File: src/rtl/err_detect_pkg.sv
// Shared types for the sample/Err responder: FSM states and dual-rail encodings.
package err_detect_pkg;

  typedef enum logic [1:0] {
    ST_IDLE   = 2'd0,
    ST_WINDOW = 2'd1,
    ST_HOLD   = 2'd2
  } state_e;

  // Rail pair packed as {Err1, Err0}; 2'b11 is illegal and never produced.
  localparam logic [1:0] RAIL_NONE = 2'b00;
  localparam logic [1:0] RAIL_OK   = 2'b01;
  localparam logic [1:0] RAIL_ERR  = 2'b10;

endpackage

File: src/rtl/err_detect_responder_bit_sync.sv
// Reset-to-zero multi-flop synchronizer bringing the asynchronous sample request into clk.
module bit_sync #(
  parameter int STAGES = 2
) (
  input  logic clk,
  input  logic rst,
  input  logic d_i,
  output logic q_o
);

  logic [STAGES-1:0] sync_q;

  always_ff @(posedge clk or posedge rst) begin
    if (rst) begin
      sync_q <= {STAGES{1'b0}};
    end else begin
      sync_q <= {sync_q[STAGES-2:0], d_i};
    end
  end

  assign q_o = sync_q[STAGES-1];

endmodule

File: src/rtl/err_detect_responder.sv
// Responder for the controller's sample/Err handshake: main/shadow capture, compare, dual-rail answer.
// Optional saturating error counter and err_count port enabled by defining ERR_STATS_EN.
module err_detect_responder
  import err_detect_pkg::*;
#(
  parameter int DATA_W      = 8,
  parameter int SYNC_STAGES = 2,
  parameter int WINDOW      = 3,
  parameter int CNT_W       = 8
) (
  input  logic              clk,
  input  logic              rst,
  input  logic              sample,
  input  logic [DATA_W-1:0] d_in,
  output logic              Err0,
  output logic              Err1,
  output logic [DATA_W-1:0] q_out,
  output logic              q_valid,
  output logic              proto_err
`ifdef ERR_STATS_EN
  ,
  output logic [CNT_W-1:0]  err_count
`endif
);

  localparam int WC_W = $clog2(WINDOW + 1);
  localparam logic [WC_W-1:0] WC_LAST = WC_W'(WINDOW - 1);

  logic              sample_s;
  state_e            state_q, state_d;
  logic [WC_W-1:0]   win_cnt_q, win_cnt_d;
  logic [DATA_W-1:0] main_q, main_d;
  logic [1:0]        rail_q, rail_d;
  logic [DATA_W-1:0] q_out_q, q_out_d;
  logic              q_valid_q, q_valid_d;
  logic              proto_q, proto_d;

  bit_sync #(.STAGES(SYNC_STAGES)) u_sample_sync (
    .clk (clk),
    .rst (rst),
    .d_i (sample),
    .q_o (sample_s)
  );

  always_ff @(posedge clk or posedge rst) begin
    if (rst) begin
      state_q   <= ST_IDLE;
      win_cnt_q <= {WC_W{1'b0}};
      main_q    <= {DATA_W{1'b0}};
      rail_q    <= RAIL_NONE;
      q_out_q   <= {DATA_W{1'b0}};
      q_valid_q <= 1'b0;
      proto_q   <= 1'b0;
    end else begin
      state_q   <= state_d;
      win_cnt_q <= win_cnt_d;
      main_q    <= main_d;
      rail_q    <= rail_d;
      q_out_q   <= q_out_d;
      q_valid_q <= q_valid_d;
      proto_q   <= proto_d;
    end
  end

  always_comb begin
    state_d   = state_q;
    win_cnt_d = win_cnt_q;
    main_d    = main_q;
    rail_d    = rail_q;
    q_out_d   = q_out_q;
    q_valid_d = 1'b0;
    proto_d   = proto_q;
    case (state_q)
      ST_IDLE: begin
        rail_d = RAIL_NONE;
        if (sample_s) begin
          main_d    = d_in;
          win_cnt_d = {WC_W{1'b0}};
          state_d   = ST_WINDOW;
        end else begin
          state_d   = ST_IDLE;
        end
      end
      ST_WINDOW: begin
        // A request withdrawn mid-window wins over a compare landing on the same edge.
        if (!sample_s) begin
          proto_d = 1'b1;
          state_d = ST_IDLE;
        end else if (win_cnt_q == WC_LAST) begin
          if (main_q == d_in) begin
            rail_d  = RAIL_OK;
            q_out_d = main_q;
          end else begin
            rail_d  = RAIL_ERR;
            q_out_d = d_in;
          end
          q_valid_d = 1'b1;
          state_d   = ST_HOLD;
        end else begin
          win_cnt_d = win_cnt_q + WC_W'(1);
        end
      end
      ST_HOLD: begin
        if (!sample_s) begin
          rail_d  = RAIL_NONE;
          state_d = ST_IDLE;
        end else begin
          rail_d  = rail_q;
        end
      end
      default: begin
        rail_d  = RAIL_NONE;
        state_d = ST_IDLE;
      end
    endcase
  end

  assign Err0      = rail_q[0];
  assign Err1      = rail_q[1];
  assign q_out     = q_out_q;
  assign q_valid   = q_valid_q;
  assign proto_err = proto_q;

`ifdef ERR_STATS_EN
  logic [CNT_W-1:0] cnt_q;
  logic             err_hit_s;

  assign err_hit_s = (rail_d == RAIL_ERR) && (rail_q != RAIL_ERR);

  always_ff @(posedge clk or posedge rst) begin
    if (rst) begin
      cnt_q <= {CNT_W{1'b0}};
    end else if (err_hit_s && (cnt_q != {CNT_W{1'b1}})) begin
      cnt_q <= cnt_q + CNT_W'(1);
    end else begin
      cnt_q <= cnt_q;
    end
  end

  assign err_count = cnt_q;
`endif

endmodule
File: config.mk
export PLATFORM = sky130hd
export DESIGN_NAME = err_detect_responder
export DESIGN_NICKNAME = d
export VERILOG_FILES = /design/src/rtl/err_detect_pkg.sv /design/src/rtl/err_detect_responder_bit_sync.sv /design/src/rtl/err_detect_responder.sv
export SDC_FILE = /design/constraint.sdc
export NUM_CORES = 1
export LEC_CHECK = 0
export ABC_CLOCK_PERIOD_IN_PS = 2400
export CAP_MARGIN = 20
export CORE_ASPECT_RATIO = 0.6
export CORE_UTILIZATION = 45
export CTS_CLUSTER_DIAMETER = 200
export DETAILED_ROUTE_END_ITERATION = 10
export GPL_ROUTABILITY_DRIVEN = 0
export GPL_TIMING_DRIVEN = 0
export PLACE_DENSITY = 0.74
export SETUP_SLACK_MARGIN = 0.3
export SYNTH_ARGS = -nofsm -noshare
export SYNTH_HDL_FRONTEND = slang
export SYNTH_SLANG_ARGS = --single-unit
File: constraint.sdc
create_clock -name clk -period 2.4 [get_ports clk]
set_input_delay 0.48 -clock clk [delete_from_list [all_inputs] [get_ports clk]]
set_output_delay 0.48 -clock clk [all_outputs]
set_load 0.005 [all_outputs]
# Yosys cells after proc, flatten, opt, wreduce, memory -nomap -nowiden

Index checks and enable logic that the tools add are counted.

Input bits: 11
Word-level logic and storage cells: 45
Register bits after elaboration: 26
Output and inout bits: 12

Equality and inequality tests: 10
Add/subtract/negate cells: 1
Bitwise logic cells: 1
Multiplexer cells: 17
Reduce and logical (&&, ||, !) cells: 8

Operators with widths:

| kind                                           | count |
|---|---|
| two-way mux 2 bit                              | 9 |
| == test 8 bit                                  | 1 |
| two-way mux 8 bit                              | 1 |
| one-hot mux 2 bit (2 select lines)             | 2 |
| != test 2 bit (second input constant)          | 3 |
| one-hot mux 2 bit (3 select lines)             | 1 |
| AND reduction 2 bit                            | 3 |
| AND reduction 3 bit                            | 2 |
| == test 2 bit (second input constant)          | 2 |
| two-way mux 1 bit                              | 4 |
| != test 2 x 1 -> 1 bit (second input constant) | 2 |
| AND reduction 4 bit                            | 1 |
| != test 3 bit (second input constant)          | 1 |
| adder 2 x 1 -> 2 bit (second input constant)   | 1 |
| == test 2 x 1 -> 1 bit (second input constant) | 1 |
| logical NOT 2 bit                              | 1 |
| nonzero test 2 bit                             | 1 |
| inverter 1 bit                                 | 1 |

# Logic depth before layout (Yosys ltp)

Gate-level depths: netlist (run 1).

Word-level depth: 5
Mapped depth: 7

# Cells and area by module

From an unflattened synthesis (run 1), not the netlist that was laid out.

Cell total of the unflattened synthesis: 98
Area, all modules: 1131.1 um^2

Modules (own cells, without submodules):

| module               | cells an instance | seq. area each (um^2) | instances | area each (um^2) |
|---|---|---|---|---|
| err_detect_responder | 95                | 600.6                 | 1         | 1077.3 |
| bit_sync             | 3                 | 50.0                  | 1         | 53.8 |

# Worst setup path before layout (run 1)

Ideal clock, no wire load.

Kind: reg2reg
Start point: reg win_cnt_q[0]
End point: reg q_out_q[0] (netlist: q_out[0])
Stages on the path, launching flop included: 7
Arrival time: 1.370 ns
Path slack: 0.905 ns
Cells stage by stage: dfrtp_1 inv_1 ha_1 nand2_1 or2_1 buf_6 mux2_4

Longest elaborated chain between the ends: 2

Ends and longest elaborated chain:

| what                                 | line                       | text |
|---|---|---|
| start: declaration                   | err_detect_responder.sv:31 | `logic [WC_W-1:0] win_cnt_q, win_cnt_d;` |
| start signal: assignment             | err_detect_responder.sv:48 | `win_cnt_q <= {WC_W{1'b0}};` |
| start signal: assignment             | err_detect_responder.sv:56 | `win_cnt_q <= win_cnt_d;` |
| == test 2 bit                        | err_detect_responder.sv:89 | `end else if (win_cnt_q == WC_LAST) begin` |
| AND reduction 3 bit (no source line) | n/a                        |  |
| end signal: assignment               | err_detect_responder.sv:51 | `q_out_q <= {DATA_W{1'b0}};` |
| end signal: assignment               | err_detect_responder.sv:59 | `q_out_q <= q_out_d;` |
| end: declaration                     | err_detect_responder.sv:34 | `logic [DATA_W-1:0] q_out_q, q_out_d;` |

No other way between the ends.
A chain may end at the register's enable or synchronous reset.

# Final worst setup path (run 1)

Same ends and word-level chain as after synthesis.

==> qor.yml, run 1 <==
synth_cell_types: 23
grt_antenna_before_repair: 0
ctsLongestPathBuffers: 2
vdd_drop_max_mv: 0.512
grtUsageTotal_pct: 15.9
dieWidth_um: 66.5
drtIter0Drc: 13
vias: 666
dp_hpwl_um: 1470
worstPathRequired_ps: 2550
rsz0062_at_grt: "false"
yosys.cell_count.top_type: "dfrtp_1"
wl_per_cell_um: 14.2
syn_avg_cell_area_um2: 14.0
grt_overflow: 0
ys_seq_area_share_pct: 57.9
fin_total_pwr_uw: 1440
routed_wl_um: 1930
syn_area_um2: 1120
syn_nets: 92
drtAntennaViolNets: 0
timing.max_cap.violations: 0
synth_common_cells: "dfrtp_1 (26), mux2_2 (8), mux2_4 (8), xnor2_1 (8), inv_1 (5)"
final_util_pct: 63.5
stdcell_count: 136
drc: 0
io_buffers: 22
initial_utilization_pct: 49.7
fin_crit_ps: 1630
placed_area_um2: 1380
drive_above_1_share_pct: 23.6
syn_inst: 80
synth_flop_cell: "dfrtp_1"
slew_headroom_pct: 38.6
cts_tree: "yes"
cts_buffers: 3
reg2reg_depth: 6
ys_ff_latch: 26
period_share_pct: 68.0
clkLatencyLatePin_ps: 270
fin_skew_ps: 2.29
setup_viol: 0
yosys.area.top_type: "dfrtp_1"
grt_pass1_wl_um: 2950
hold_violations: 0
io_pins: 23
design_area_um2: 1440
grt_pass1_vias: 626
synth.area.top_cells: "dfrtp_1 (58%), mux2_4 (11%), mux2_2 (8.0%)"
min_path_cells: 0
die-area_um2: 2710
syn2layout_area_growth_pct: 27.8
viasPerCell: 4.90
r2r_setup_slack_ps: 770
hold_path.class: "reg2reg"
critPathSlowestCell: "dfrtp_1"
worstMarginPinSlew_ps: 920
num_rows: 13
p_leak_uw: 0.000638
synth_top_area_share_pct: 57.9
start_kind: "flop"
crit_fanout: 10
synth_async_sr_flop_share_pct: 100
dpl.cell_count: 132
synth_edf_count: 0
power_density_nw_per_um2: 1000
grt_max_degree: 27
slowest_delay_ps: 410
htree_levels: 1
crit_type: "reg2reg"
clockRootBuffer: "clkbuf_8"
worst_ep_arrival_time_ps: 1790
yosysWarnings: 0
die_y_um: 40.7
finalSetupTns_ps: 0
antennaDiodeCount: 0
cts.sinks: 26
path_clk_slew_ps: 80
design.core.area_um2: 2260
cts-hold-fix-buffers: 0
post_cts_buffers: 0
dr.pass1.iters: 4
slew_violations: 0
end_kind: "flop"
cp_cell_sequence: "inv_1 > ha_1 > nand2_1 > or2_1 > buf_6 > mux2_4"
status: "completed"
cts-resized-gates: 0
nets: 119
fmax_mhz: 613
-- critical path, delay by kind of cell (launching register included) --
family	cells	cell delay, ps
flops	1	410
simple gates	2	320
mux	1	310
fa+ha+maj	1	250
buf+inv	2	240
-- logic make-up (layout without fill, tap and decap cells) --
group	Yosys count	after routing	synth area share [%]
AO/OA/AOI/OAI	8	8	4.68
XOR/XNOR	8	8	6.24
adder cells (fa/ha/maj)	1	1	1.11
buffers and inverters	6	32	2.67
flip-flops	26	26	57.9
multiplexers	17	17	19.6
AND/OR/NAND/NOR	14	14	7.79
-- per-stage QoR --
| stage | setup WS, ps | hold slack [ps] |
|---|---|---|
| finish | 767 | 367 |
| global route | 676 | 371 |
| CTS | 768 | 366 |
| detailed placement | 731 | 346 |
| global placement | 717 | 332 |
| floorplan | 905 | 331 |
-- path summary, 6_finish.rpt --
path                                              startpoint                                 to
setup / recovery                    win_cnt_q[0]$_DFFE_PP0P_               q_out[0]$_DFFE_PP0P_
hold / removal             u_sample_sync.sync_q[0]$_DFF_PP0_  u_sample_sync.sync_q[1]$_DFF_PP0_
setup reg to reg                    win_cnt_q[0]$_DFFE_PP0P_               q_out[0]$_DFFE_PP0P_
hold reg to reg            u_sample_sync.sync_q[0]$_DFF_PP0_  u_sample_sync.sync_q[1]$_DFF_PP0_
max in group asynchronous                                rst               q_out[1]$_DFFE_PP0P_
min in group asynchronous                                rst  u_sample_sync.sync_q[0]$_DFF_PP0_
-- flip-flops by register name, summed over array words and instances, names as in the netlist --
register              flops
main_q                    8
q_out                     8
rail_q                    2
state_q                   2
u_sample_sync.sync_q      2
win_cnt_q                 2
proto_err                 1
q_valid                   1
-- routing by layer --
layer  global-route usage [%]  up-vias  wire, µm  part of all wire, %
li1                         -      328         -                    -
met1                     20.3      317       949                   49
met2                     26.8       21       861                   45
met3                     5.83        0       121                  6.3
met4                     3.19        0         0                    0
met5                        0        -         0                    0
-- area by class of cell --
type                            count  area, µm²
Clock buffer                        4       55.1
Timing Repair Buffer               22        220
Sequential cell                    26        651
Multi-Input combinational cell     48        443
Fill cell                         154        825
Tap cell                           30       37.5
Inverter                            5       18.8
Buffer                              1       11.3
-- power by group --
part	switching [µW]	leakage, µW	internal [µW]
registers	97.3	0.000312	579
clock network	128	0.0000288	147
logic	150	0.000297	341
-- cell usage in the layout (no fill, tap or decap), drive strengths merged, types with 2 or more instances in the layout --
master and count:
and2 2, nand2 3, inv 5, clkbuf 4
xnor2 8, mux2 16, nand2b 2, nor2 2
clkdlybuf4s50 22, dfrtp 26, o31ai 2, nand4 2
a21oi 2, o21ai 2
No activity file was read; power rests on OpenSTA's default activity.
==> inputs of run 2 (changes only) <==
--- a/config.mk
+++ b/config.mk
@@ -5,7 +5,7 @@
 export SDC_FILE = /design/constraint.sdc
 export NUM_CORES = 1
 export LEC_CHECK = 0
-export ABC_CLOCK_PERIOD_IN_PS = 2400
+export ABC_CLOCK_PERIOD_IN_PS = 1600
 export CAP_MARGIN = 20
 export CORE_ASPECT_RATIO = 0.6
 export CORE_UTILIZATION = 45
==> constraint.sdc (replaced) <==
create_clock -name clk -period 1.6 [get_ports clk]
set_input_delay 0.32 -clock clk [delete_from_list [all_inputs] [get_ports clk]]
set_output_delay 0.32 -clock clk [all_outputs]
set_load 0.005 [all_outputs]
==> qor.yml, run 2 (synthesis gave the netlist of run 1 again) <==
status: "completed"  # unchanged
viasPerCell: 5.07  # was 4.90
worst_hold_slack_ps: 355  # was 367 ps
rsz0062_at_grt: "true"  # was false
io_pins: 23  # unchanged
fin_total_pwr_uw: 2330  # was 1440 µW
clkLatencyLatePin_ps: 270  # about the same
io_buffers: 22  # unchanged
path_clk_slew_ps: 90  # was 80 ps
worst_ep_arrival_time_ps: 1610  # was 1790 ps
slew_headroom_pct: 63.4  # was 38.6%
routed_wl_um: 2350  # was 1930 µm
mostFrequentLayoutCells: "dfrtp_1 (25), mux2_4 (14), dlygate4sd2_1 (12), buf_4 (12), clkdlybuf4s50_1 (10)"  # was dfrtp_1 (26), clkdlybuf4s50_1 (22), mux2_2 (8), xnor2_1 (8), mux2_4 (8)
finalSetupTns_ps: 0  # unchanged
grt_antenna_before_repair: 0  # unchanged
fin_skew_ps: 2.42  # was 2.29 ps
start_kind: "flop"  # unchanged
dr.pass1.iters: 5  # was 4
grt_overflow: 0  # unchanged
nets: 134  # was 119
gr-usage-met3_pct: 5.00  # was 5.83%
hold_path.class: "reg2reg"  # unchanged
busiest_layer: "met2"  # unchanged
fin_crit_ps: 1460  # was 1630 ps
r2r_setup_slack_ps: 140  # was 770 ps
slew_violations: 0  # unchanged
num_rows: 13  # unchanged
crit_type: "reg2reg"  # unchanged
grtUsageMet2_pct: 31.9  # was 26.8%
period_share_pct: 91.0  # was 68.0%
worstMarginPinSlew_ps: 548  # was 920 ps
wl_per_cell_um: 15.5  # was 14.2 µm
cts.sinks: 26  # unchanged
die-area_um2: 2710  # unchanged
vdd_drop_max_mv: 0.779  # was 0.512 mV
dieWidth_um: 66.5  # unchanged
fmax_mhz: 687  # was 613 MHz
timing.max_cap.violations: 0  # unchanged
design.core.area_um2: 2260  # unchanged
final_common_cell: "dfrtp_1"  # unchanged
grt_pass1_wl_um: 3440  # was 2950 µm
p_leak_uw: 0.000765  # was 0.000638 µW
drc: 0  # unchanged
cts_tree: "yes"  # unchanged
dp_hpwl_um: 1330  # was 1470 µm
htree_levels: 1  # unchanged
ctsLongestPathBuffers: 2  # unchanged
cts-hold-fix-buffers: 0  # unchanged
vias: 766  # was 666
drive_above_1_share_pct: 38.8  # was 23.6%
drtIter0Drc: 25  # was 13
die_y_um: 40.7  # unchanged
syn2layout_area_growth_pct: 44.1  # was 27.8%
fillerInstances: 146  # was 154
drtAntennaViolNets: 0  # unchanged
grt_use_met1_pct: 25.7  # was 20.3%
end_kind: "flop"  # unchanged
initial_utilization_pct: 49.7  # unchanged
hold_violations: 0  # unchanged
crit_fanout: 5  # was 10
cts_buffers: 3  # unchanged
grtUsageTotal_pct: 19.3  # was 15.9%
worstPathRequired_ps: 1760  # was 2550 ps
antennaDiodeCount: 0  # unchanged
power_density_nw_per_um2: 1440  # was 1000 nW/µm²
grt_max_degree: 27  # unchanged
grt_pass1_vias: 711  # was 626
clockRootBuffer: "clkbuf_8"  # unchanged
setup_viol: 0  # unchanged
-- run 2: cell count changes in the layout (fill, tap and decap cells not counted), sizes merged --
| cell | delta |
|---|---|
| buf | +15 |
| dlygate4sd2 | +12 |
| clkdlybuf4s50 | -12 |
| inv | -1 |
| clkinvlp | +1 |
-- run 2: cell type report --
| cell class | count | area, µm² | share of cell area (%) |
|---|---|---|---|
| well taps | 30 | 37.5 | 2.32 |
| flip-flops and latches | 26 | 652 | 40.3 |
| clock buffers | 4 | 55.1 | 3.40 |
| plain buffers | 1 | 11.3 | 0.696 |
| inverters | 5 | 22.5 | 1.39 |
| repair buffers | 37 | 338 | 20.9 |
| multi-input cells | 48 | 503 | 31.1 |
-- run 2: timing repair --
item,in CTS,in global routing
cloned,1,0
pin swaps,4,1
setup endpoints to repair,31,45
buffers inserted,12,2
resized for setup,26,7
-- run 2: through the flow --
step	setup WS [ps]	cells	utilization [%]	area, µm²
4_1_cts	131	149	70.1	1580
3_5_place_dp	19.2	132	61.2	1380
6_report	145	151	71.6	1620
5_1_grt	127	151	71.6	1620
3_3_place_gp	57.1	132	61.2	1380
2_1_floorplan	123	80	-	1130
-- run 2: critical path: stages, from the launching register on --
cell and delay (ps):
dfrtp_1 410, inv_2 70, ha_4 130, nand2_2 50, or2_4 250, buf_6 140, mux2_4 300
-- run 2: final timing paths --
check,startpoint,cells past startpoint,end
setup / recovery,win_cnt_q[0]$_DFFE_PP0P_,6,q_out[0]$_DFFE_PP0P_
hold / removal,u_sample_sync.sync_q[0]$_DFF_PP0_,0,u_sample_sync.sync_q[1]$_DFF_PP0_
setup reg to reg,win_cnt_q[0]$_DFFE_PP0P_,6,q_out[0]$_DFFE_PP0P_
hold reg to reg,u_sample_sync.sync_q[0]$_DFF_PP0_,0,u_sample_sync.sync_q[1]$_DFF_PP0_
max in group asynchronous,rst,2,u_sample_sync.sync_q[1]$_DFF_PP0_
min in group asynchronous,rst,2,proto_err$_DFFE_PP0P_
-- run 2: layer usage --
layer / part of all wire, % / vias up
li1: - / 358
met1: 47 / 381
met2: 47 / 25
met3: 4.6 / 2
met4: 0.64 / 0
met5: 0 / -
-- run 2: where the power goes --
group	total (µW)	internal, µW	switching, µW
combinational	905	605	300
sequential	1010	868	142
clock	419	220	199
